[src/rtl/enet_rx_align.sv]
// enet_rx_align: turns per-cycle PHY units into a framed byte stream.
// Strips preamble/SFD, packs LSB-first, marks sof/eof/err for the RX MAC.
module enet_rx_align #(
  parameter int MAX_FRAME_LEN = 1522
) (
  input  logic       clk,
  input  logic       rst_n,
  input  logic       mii_select,
  input  logic       rmii_select,
  input  logic [7:0] rxd,
  input  logic       rx_dv,
  input  logic       rx_er,
  output logic       out_valid,
  output logic [7:0] out_data,
  output logic       out_sof,
  output logic       out_eof,
  output logic       out_err
);

  localparam int LW = $clog2(MAX_FRAME_LEN + 2);

  typedef enum logic [1:0] {
    IDLE,
    PREAMBLE,
    DATA,
    DROP
  } state_t;

  state_t        state_q, state_d;
  logic [1:0]    mode_q, mode;
  logic          rmii, mii;
  logic [7:0]    w_q, w_d;
  logic [7:0]    sh, shc;
  logic          is_p;
  logic [1:0]    last_cnt;
  logic [1:0]    cnt_q, cnt_d;
  logic [LW-1:0] len_q, len_d;
  logic [7:0]    hold_q, hold_d;
  logic          hold_v_q, hold_v_d;
  logic          first_q, first_d;
  logic          err_q, err_d;
  logic          ov_d, os_d, oe_d, oerr_d;
  logic [7:0]    od_d;

  // mode follows the pins only while idle
  assign mode = (state_q == IDLE) ?
                {mii_select, rmii_select} : mode_q;
  assign rmii = (mode == 2'b11);
  assign mii  = (mode == 2'b10);

  always_comb begin
    sh       = rxd;
    shc      = rxd;
    is_p     = 1'b0;
    last_cnt = 2'd0;
    unique case (1'b1)
      rmii: begin
        sh       = {rxd[1:0], w_q[7:2]};
        shc      = {rxd[1:0], 6'd0};
        is_p     = (rxd[1:0] == 2'b01);
        last_cnt = 2'd3;
      end
      mii: begin
        sh       = {rxd[3:0], w_q[7:4]};
        shc      = {rxd[3:0], 4'd0};
        is_p     = (rxd[3:0] == 4'h5);
        last_cnt = 2'd1;
      end
      default: begin
        sh       = rxd;
        shc      = rxd;
        is_p     = (rxd == 8'h55);
        last_cnt = 2'd0;
      end
    endcase
  end

  always_comb begin
    state_d  = state_q;
    w_d      = w_q;
    cnt_d    = cnt_q;
    len_d    = len_q;
    hold_d   = hold_q;
    hold_v_d = hold_v_q;
    first_d  = first_q;
    err_d    = err_q;
    ov_d     = 1'b0;
    od_d     = 8'd0;
    os_d     = 1'b0;
    oe_d     = 1'b0;
    oerr_d   = 1'b0;
    unique case (state_q)
      IDLE: begin
        if (rx_dv) begin
          if (!rx_er && is_p) begin
            w_d     = shc;
            state_d = PREAMBLE;
          end else begin
            state_d = DROP;
          end
        end
      end
      PREAMBLE: begin
        if (!rx_dv) begin
          state_d = IDLE;
        end else if (rx_er) begin
          state_d = DROP;
        end else begin
          w_d = sh;
          if (sh == 8'hD5) begin
            state_d  = DATA;
            cnt_d    = 2'd0;
            err_d    = 1'b0;
            len_d    = '0;
            first_d  = 1'b1;
            hold_v_d = 1'b0;
          end else if (!is_p) begin
            state_d = DROP;
          end
        end
      end
      DATA: begin
        if (rx_dv) begin
          w_d = sh;
          if (rx_er) err_d = 1'b1;
          if (cnt_q == last_cnt) begin
            cnt_d = 2'd0;
            len_d = len_q + 1'b1;
            // the byte just completed would exceed the limit
            if (len_q == LW'(MAX_FRAME_LEN)) begin
              ov_d     = hold_v_q;
              od_d     = hold_q;
              os_d     = hold_v_q & first_q;
              oe_d     = hold_v_q;
              oerr_d   = hold_v_q;
              hold_v_d = 1'b0;
              state_d  = DROP;
            end else begin
              if (hold_v_q) begin
                ov_d    = 1'b1;
                od_d    = hold_q;
                os_d    = first_q;
                first_d = 1'b0;
              end
              hold_d   = sh;
              hold_v_d = 1'b1;
            end
          end else begin
            cnt_d = cnt_q + 2'd1;
          end
        end else begin
          if (hold_v_q) begin
            ov_d   = 1'b1;
            od_d   = hold_q;
            os_d   = first_q;
            oe_d   = 1'b1;
            oerr_d = err_q | rx_er | (cnt_q != 2'd0);
          end
          hold_v_d = 1'b0;
          state_d  = IDLE;
        end
      end
      DROP: begin
        if (!rx_dv) state_d = IDLE;
      end
      default: state_d = IDLE;
    endcase
  end

  always_ff @(posedge clk or negedge rst_n) begin
    if (!rst_n) begin
      state_q   <= IDLE;
      mode_q    <= 2'b00;
      w_q       <= 8'd0;
      cnt_q     <= 2'd0;
      len_q     <= '0;
      hold_q    <= 8'd0;
      hold_v_q  <= 1'b0;
      first_q   <= 1'b0;
      err_q     <= 1'b0;
      out_valid <= 1'b0;
      out_data  <= 8'd0;
      out_sof   <= 1'b0;
      out_eof   <= 1'b0;
      out_err   <= 1'b0;
    end else begin
      state_q   <= state_d;
      mode_q    <= mode;
      w_q       <= w_d;
      cnt_q     <= cnt_d;
      len_q     <= len_d;
      hold_q    <= hold_d;
      hold_v_q  <= hold_v_d;
      first_q   <= first_d;
      err_q     <= err_d;
      out_valid <= ov_d;
      out_data  <= od_d;
      out_sof   <= os_d;
      out_eof   <= oe_d;
      out_err   <= oerr_d;
    end
  end

endmodule

[config.mk]
export PLATFORM = sky130hd
export DESIGN_NAME = enet_rx_align
export DESIGN_NICKNAME = d
export VERILOG_FILES = /design/src/rtl/enet_rx_align.sv
export SDC_FILE = /design/constraint.sdc
export NUM_CORES = 1
export LEC_CHECK = 0
export CORE_AREA = 2 2 93 77
export DETAILED_ROUTE_END_ITERATION = 16
export DIE_AREA = 0 0 95 79
export PLACE_DENSITY = 0.7
export SLEW_MARGIN = 20
export SYNTH_ARGS = -nofsm -noshare
export SYNTH_HDL_FRONTEND = slang
export SYNTH_SLANG_ARGS = --single-unit
[constraint.sdc]
create_clock -name clk -period 4.45 [get_ports clk]
set_input_delay 0.445 -clock clk [delete_from_list [all_inputs] [get_ports clk]]
set_output_delay 0.445 -clock clk [all_outputs]
set_load 0.1 [all_outputs]
; Word level (Yosys, flattened, before mapping)
; Index checks and enable logic that the tools add are counted.
[classes]
n_reduce_logical = 14
n_addsub = 2
n_eq_ne = 25
n_bitwise = 4
muxes = 74
[op_table]
columns = cell, n
row1 = $mux W8, 10
row2 = $mux W11, 5
row3 = $mux W1, 32
row4 = $mux W2, 16
row5 = $pmux W8 S2, 2
row6 = $pmux W8 S3, 1
row7 = $pmux W11 S2, 1
row8 = $ne A2 B2 Y1 const B, 10
row9 = $reduce_and A6 Y1, 3
row10 = $reduce_and A5 Y1, 3
row11 = $add A11 B1 Y11 const B, 1
row12 = $eq A11 B11 Y1 const B, 1
row13 = $eq A2 B2 Y1 const B, 4
row14 = $eq A8 B7 Y1 const B, 1
row15 = $eq A8 B8 Y1 const B, 1
row16 = $pmux W1 S2, 4
row17 = $pmux W2 S2, 2
row18 = $pmux W2 S4, 1
row19 = $reduce_and A8 Y1, 1
row20 = $ne A3 B3 Y1 const B, 2
row21 = $ne A5 B5 Y1 const B, 1
row22 = $eq A2 B1 Y1 const B, 2
row23 = $eq A4 B3 Y1 const B, 1
row24 = $reduce_and A4 Y1, 1
row25 = 11 further kinds, 13
[word_totals]
reg_bits = 48
word_cells = 133
out_inout_bits = 12
inputBits = 14

; Depth between registers and ports, before layout
; Gate-level depths: netlist (run 1).
[logic_depth]
ltp_word = 9
mapped_depth = 12
ltp_nobuf = 10

; Worst setup path before layout (run 1)
; OpenSTA, ideal clock, no wires.
[synth_timing]
path_kind = reg-to-reg
from = register state_q[0]
to = register len_q[10]
required_time_ns = 4.310
n_path_buf = 1
stages_incl_launch_ff = 11
arrival_ns = 3.164
setup_time_ns = 0.140
slack_ns = 1.145
synth_period_minus_slack_ns = 3.305
path_cell_list = dfrtp_1 -> inv_1 -> ha_1 -> mux2i_4 -> nor2_1 -> a2111o_1 -> or4_1 -> o31a_1 -> clkbuf_1 -> o41ai_1 -> a21oi_1
[synth_between]
elab_chain_cells = 7
word_cells_on_any_way = 18
cone_classes = 11 x eq/ne / 4 x mux / 3 x reduce/logical
[synth_rtl]
columns = item, line
row1 = from (decl), 29  ; state_t state_q, state_d;
row2 = from (signal assigned), 187  ; state_q <= state_d;
row3 = $logic_not A2 Y1, 46  ; assign mode = (state_q == IDLE) ?
row4 = $mux W2, 46
row5 = "$eq A2 B2 Y1, on equally long branches", "49, 48"
row6 = $pmux W8 S2 / $pmux W2 S2 (equally long branches), 56  ; unique case (1'b1)
row7 = $eq A8 B8 Y1 / $eq A2 B2 Y1 (equally long branches), "110, 126"
row8 = $ne A2 B2 Y1 (no line), n/a
row9 = $reduce_and A6 Y1 (no line), n/a
row10 = to (signal assigned), 191  ; len_q <= len_d;
row11 = to (decl), 37  ; logic [LW-1:0] len_q, len_d;
; Parallel ways exist; a longest one is shown, timed or not.
; A chain may end at the register's enable or synchronous reset.

; Worst setup path in the final report (run 1)
[layout_timing]
from = register state_q[0]
to = register len_q[4]
; The elaborated chain is that of the path after synthesis.

==> flow_summary.toml, run 1 <==
[die]
ioPinCount = 26
design.core.area_um2 = 6660
start_util_pct = 37.9
die_y_um = 79
rows = 27
die-area_um2 = 7510
floorplan.die.width_um = 95

[route]
postRouteAntennaNets = 0
detail_route.iter0.violations = 162
routed_via_density = 5.49
drt-pass1-iter-count = 5
routed_wirelength_um = 5860
route.detailed.drc = 0
num_vias = 2114
route.detailed.wl_per_inst_um = 15.2

[clock_network]
postcts_setup_bufs = 0
cts-root-buf = "sky130_fd_sc_hd__clkbuf_8"
clk_pin_slew_worst_paths_ps = 90
clock_h_tree_levels = 2
cts_repair_resize_count = 0
clk-insertion-delay-late_ps = 310
clock_sink_count = 46
cts_hold_buffers = 0
cts-root-to-sink-buffers = 2
cts-buffers-inserted = 5
tritoncts = "done"

[sta]
setup-violations-final = 0
layout_min_cycle_time_ps = 3980
timing.max_slew.rel_slack_pct = 35.7
timing.final.hold_violations = 0
drv_slew = 0
final.setup.tns_ps = 0
period_utilisation_layout_pct = 89.4
fmax_mhz = 251
clock-skew-final_ps = 8.36
grt_setup_unrepaired = "false"
tightest_slew_ps = 961

[placed_design]
hpwl_um = 4230
globalplace.congestion = 0.916
port_buffers = 25

[yosys]
netlist_top_cells_count = "sky130_fd_sc_hd__dfrtp_1, sky130_fd_sc_hd__nand2_1, sky130_fd_sc_hd__o21ai_0"
ys_warn_count = 0
syn_area_um2 = 2520
synth_top_cells_by_area = "sky130_fd_sc_hd__dfrtp_1, sky130_fd_sc_hd__o21ai_0, sky130_fd_sc_hd__nand2_1"
part_of_the_yosys_area_used_for_sequential_elements_pct = 45.7
synth-edff-count = 0
syn-num-nets = 295
netlist.area_leader.share_pct = 45.7
synthesis.instances = 273
synth-async-reset-ratio_pct = 100
synth_flop_cell = "sky130_fd_sc_hd__dfrtp_1"
synth_most_common_cell = "sky130_fd_sc_hd__dfrtp_1"
yosysTopAreaCell = "sky130_fd_sc_hd__dfrtp_1"
synth_seq_cells = 46
avgSynthCellArea_um2 = 9.23
yosysUniqueCellTypes = 47

[global_routing]
grt.met3_usage_pct = 3.42
grt_max_degree = 47
antenna_found_initial = 0
grt_first_pass_wirelength_um = 9860
grt_pass1_vias = 1952
grt_overflow_total = 0
grt_usage_pct = 16.9
grt_busiest_layer = "met1"
global_route.usage.met1_pct = 27.5
global_route.usage.met2_pct = 22.9

[setup_path]
worstReg2RegStart = "state_q[0]"
max_incr_delay_on_cp_ps = 570
worst-path-buf-inv = 1
worst_setup_path_end_kind = "flop"
path_common_cell = "sky130_fd_sc_hd__or4_1"
crit_path_max_fanout = 17
crit_start = "state_q[0]"
slowest_stage = "sky130_fd_sc_hd__or4_1"
critical_path_cell_count = 9
cp.required_ps = 4680
timing.critical_path.arrival_ps = 4210
cp_top_family = "simple AND/OR/NAND/NOR gates"
worst-r2r-cell-count = 9
worstPathCellList = "inv_1 > ha_1 > mux2i_4 > nor2_1 > a2111o_1 > or4_1 > o31a_1 > or4_1 > a21oi_1"
category_of_the_most_critical_setup_path = "reg -> reg"
worst_setup_path_start_kind = "flop"

[power]
vdd.ir_drop.worst_mv = 0.227
power.density_nw_per_um2 = 556
power.static_leakage_nw = 1.23

[final_layout]
layout.filler_cells = 655
final_util_pct = 44.2
drive_above_1_share_pct = 6.71
seq_area_um2 = 1150
num_antenna_cells = 0
final_nets = 319
multi_input_area_um2 = 1270
layout-area-overhead-vs-synth_pct = 16.8

[flow_run]
timing.max_cap.violations = 0

[hold_path]
hp-class = "in -> async"

[run_status]
outcome = "finished, final reports clean"
==> report_power, final <==
part | internal [mW] | leakage (nW) | switching [mW]
logic | 0.270 | 0.616 | 0.478
clock network | 0.111 | 0.0441 | 0.154
registers | 0.526 | 0.574 | 0.0954
total | 0.907 | 1.23 | 0.728
==> final timing paths <==
| path | endpoint | slack [ps] |
|---|---|---|
| min in group clk | hold_q[7] | 480 |
| setup / recovery | len_q[4] | 470 |
| setup reg to reg | len_q[4] | 470 |
| hold / removal | hold_v_q | 140 |
| hold reg to reg | hold_q[7] | 480 |
| max in group asynchronous | len_q[10] | 3930 |
==> registers in the layout, summed over array words and instances, names as in the netlist <==
signal	count
first_q	1
len_q	11
hold_q	8
out_valid	1
hold_v_q	1
mode_q	2
err_q	1
out_err	1
w_q	6
out_eof	1
cnt_q	2
out_data	8
state_q	2
out_sof	1
==> metal layers <==
layer  vias to the layer above  part of all wire (%)
met5                         -                     0
met4                         0                  0.75
met3                         5                   6.2
met2                        74                    39
met1                       983                    54
li1                       1052                     -
==> kinds of logic (layout without fill, tap and decap cells) <==
kind of cell / Yosys count / after routing / share of synthesized area (%)
xor gates and xnor gates: 1 / 1 / 0.348
and+or+nand+nor: 112 / 112 / 24.0
DFF: 46 / 46 / 45.7
AOI/OAI and AO/OA: 73 / 73 / 18.3
muxes: 8 / 8 / 3.92
buffers and inverters: 25 / 50 / 3.77
adders and majority gates: 8 / 8 / 3.97
==> layout make-up <==
type	instances	area share [%]
Clock inverter	3	0.723
Inverter	15	1.91
Clock buffer	5	2.34
Multi-Input combinational cell	202	43.3
Tap cell	87	3.70
Sequential cell	46	39.1
Timing Repair Buffer	27	8.93
==> metrics by stage <==
step                cell area [µm²]  power (mW)  instances  worst slack, ps  hold slack, ps
global route                   2940        1.77        385              245             179
finish                         2940        1.63        385              471             137
CTS                            2940        1.63        385              520             339
global placement               2850        1.35        377              689             454
floorplan                      2520        1.16        273             1150             149
detailed placement             2850        1.36        377              541             461
==> cells in the final DEF (no fill, tap or decap), types with 5 or more instances in the layout <==
| cell | count |
|---|---|
| sky130_fd_sc_hd__a21oi_1 | 19 |
| sky130_fd_sc_hd__and2_1 | 9 |
| sky130_fd_sc_hd__and3_1 | 8 |
| sky130_fd_sc_hd__clkbuf_8 | 5 |
| sky130_fd_sc_hd__clkdlybuf4s50_1 | 24 |
| sky130_fd_sc_hd__dfrtp_1 | 46 |
| sky130_fd_sc_hd__ha_1 | 8 |
| sky130_fd_sc_hd__inv_1 | 15 |
| sky130_fd_sc_hd__mux2_2 | 5 |
| sky130_fd_sc_hd__nand2_1 | 29 |
| sky130_fd_sc_hd__nand2b_1 | 6 |
| sky130_fd_sc_hd__nand3_1 | 15 |
| sky130_fd_sc_hd__nand4_1 | 8 |
| sky130_fd_sc_hd__nor2_1 | 14 |
| sky130_fd_sc_hd__o21ai_0 | 23 |
| sky130_fd_sc_hd__o31ai_1 | 5 |
| sky130_fd_sc_hd__or4_1 | 6 |
Power figures use the tool's default switching activity.
==> inputs of run 2 (changes only) <==
==> constraint.sdc (replaced) <==
create_clock -name clk -period 4.45 [get_ports clk]
set_input_delay 0.6675 -clock clk [delete_from_list [all_inputs] [get_ports clk]]
set_output_delay 0.6675 -clock clk [all_outputs]
set_load 0.1 [all_outputs]
==> run 2 against run 1 <==
  * Design area increased by 0.13%
  * Sequential share of layout area hardly changed
  * Die area unchanged
  * Sequential power about the same
  * Largest cell class unchanged
==> flow_summary.toml, run 2 (synthesized netlist as in run 1, its figures left out) <==
[run_status]
outcome = "finished, final reports clean"

[final_layout]
num_antenna_cells = 0
multi_input_area_um2 = 1270
final_util_pct = 44.3
layout.filler_cells = 652
largest_register_ff_count = 11
seq_area_um2 = 1150
final_cell_mix = "sky130_fd_sc_hd__dfrtp_1, sky130_fd_sc_hd__nand2_1, sky130_fd_sc_hd__clkdlybuf4s50_1"
registers.top_by_ff_count = "len_q"
final_common_cell = "sky130_fd_sc_hd__dfrtp_1"
top_regs = "len_q (11), hold_q (8), out_data (8)"
final_nets = 320
layout-area-overhead-vs-synth_pct = 16.9
drive_above_1_share_pct = 6.69

[power]
power.static_leakage_nw = 1.24
combinationalPowerShare_pct = 46.0
vdd.ir_drop.worst_mv = 0.274
power.density_nw_per_um2 = 551
power_switching_share_pct = 44.1
clock_power_share_pct = 15.6
cell_internal_power_mw = 0.908
power.net_switching_mw = 0.715
p_seq_share_pct = 38.3

[placed_design]
port_buffers = 25
hpwl_um = 4240
globalplace.congestion = 0.913

[hold_path]
hp-class = "in -> async"

[setup_path]
crit_start = "state_q[0]"
timing.critical_path.arrival_ps = 4200
crit_path_max_fanout = 17
worst_setup_path_end_kind = "flop"
cp.required_ps = 4680
worst_setup_path_start_kind = "flop"
reg2reg_slack_ps = 480
worstReg2RegStart = "state_q[0]"
worst-r2r-cell-count = 9
category_of_the_most_critical_setup_path = "reg -> reg"
r2r-end = "len_q[7]"

[global_routing]
grt_overflow_total = 0
grt_usage_pct = 17.0
grt_pass1_vias = 1990
antenna_found_initial = 0
grt_max_degree = 47
grt_first_pass_wirelength_um = 9950

[route]
detail_route.iter0.violations = 145
routed_wirelength_um = 5830
num_vias = 2140
route.detailed.drc = 0
drt-pass1-iter-count = 4
route.detailed.wl_per_inst_um = 15.1
routed_via_density = 5.54
postRouteAntennaNets = 0

[clock_network]
postcts_setup_bufs = 0
clk-insertion-delay-late_ps = 300
cts_repair_resize_count = 0
cts-root-buf = "sky130_fd_sc_hd__clkbuf_8"
cts-buffers-inserted = 5
clk_pin_slew_worst_paths_ps = 90
clock_sink_count = 46
cts-root-to-sink-buffers = 2
cts_hold_buffers = 0
clock_h_tree_levels = 2
tritoncts = "done"

[sta]
layout_min_cycle_time_ps = 3970
clock-skew-final_ps = 10.8
tightest_slew_ps = 964
timing.final.hold_violations = 0
fmax_mhz = 252
period_utilisation_layout_pct = 89.2
grt_setup_unrepaired = "false"
drv_slew = 0
timing.max_slew.rel_slack_pct = 35.5
final.setup.tns_ps = 0
setup-violations-final = 0

[die]
die_y_um = 79
design.core.area_um2 = 6660
start_util_pct = 37.9
floorplan.die.width_um = 95
die-area_um2 = 7510
ioPinCount = 26
rows = 27

[flow_run]
timing.max_cap.violations = 0
## run 2: cell count changes in the layout (fill, tap and decap cells not counted)
cell,change
sky130_fd_sc_hd__buf_4,+1
sky130_fd_sc_hd__clkbuf_1,+1
sky130_fd_sc_hd__clkinvlp_4,-1
## run 2: cell type report
type,instances,area share (%)
inverter,15,1.91
tap,87,3.69
clock inverter,2,0.467
sequential,46,39.1
multi-input combinational,202,43.2
timing repair buffer,28,9.17
clock buffer,6,2.46
## run 2: metal layers
metal | vias to the layer above | track usage [%] | wire length [µm]
met1 | 1020 | 26.4 | 3000
met4 | 0 | 5.22 | 36
li1 | 1050 | - | -
met5 | - | 0 | 0
met3 | 3 | 2.85 | 287
met2 | 67 | 24.0 | 2510
## run 2: worst max-delay path, cell delays in order (launching register included)
cell	delay, ps
sky130_fd_sc_hd__dfrtp_1	460
sky130_fd_sc_hd__inv_1	110
sky130_fd_sc_hd__ha_1	450
sky130_fd_sc_hd__mux2i_4	460
sky130_fd_sc_hd__nor2_1	160
sky130_fd_sc_hd__a2111o_1	510
sky130_fd_sc_hd__or4_1	540
sky130_fd_sc_hd__o31a_1	500
sky130_fd_sc_hd__or4_1	570
sky130_fd_sc_hd__a21oi_1	160
## run 2: power by group through the flow
stage               Sequential [mW]  Combinational [mW]  Clock, mW
floorplan                     0.626               0.538          0
global placement              0.623               0.721          0
detailed placement            0.627               0.740          0
CTS                           0.619               0.740      0.265
global route                  0.637               0.844      0.285
finish                        0.622               0.747      0.254
## run 2: per-stage QoR
stage	hold slack [ps]	cells	power [mW]	cell area [µm²]	worst slack, ps
after floorplan	372	273	1.16	2520	1150
after global placement	453	378	1.34	2860	557
after detailed placement	465	378	1.37	2860	426
after CTS	484	386	1.62	2940	500
after global routing	403	386	1.77	2950	267
final	359	386	1.62	2950	482
## run 2: worst max path at each step
stage,slack (ps),depth (start not counted),end
after floorplan,1150,10,len_q[10]
after global placement,560,8,len_q[5]
after detailed placement,430,8,len_q[7]
after CTS,500,9,len_q[7]
after global routing,270,9,len_q[5]
final,480,9,len_q[7]
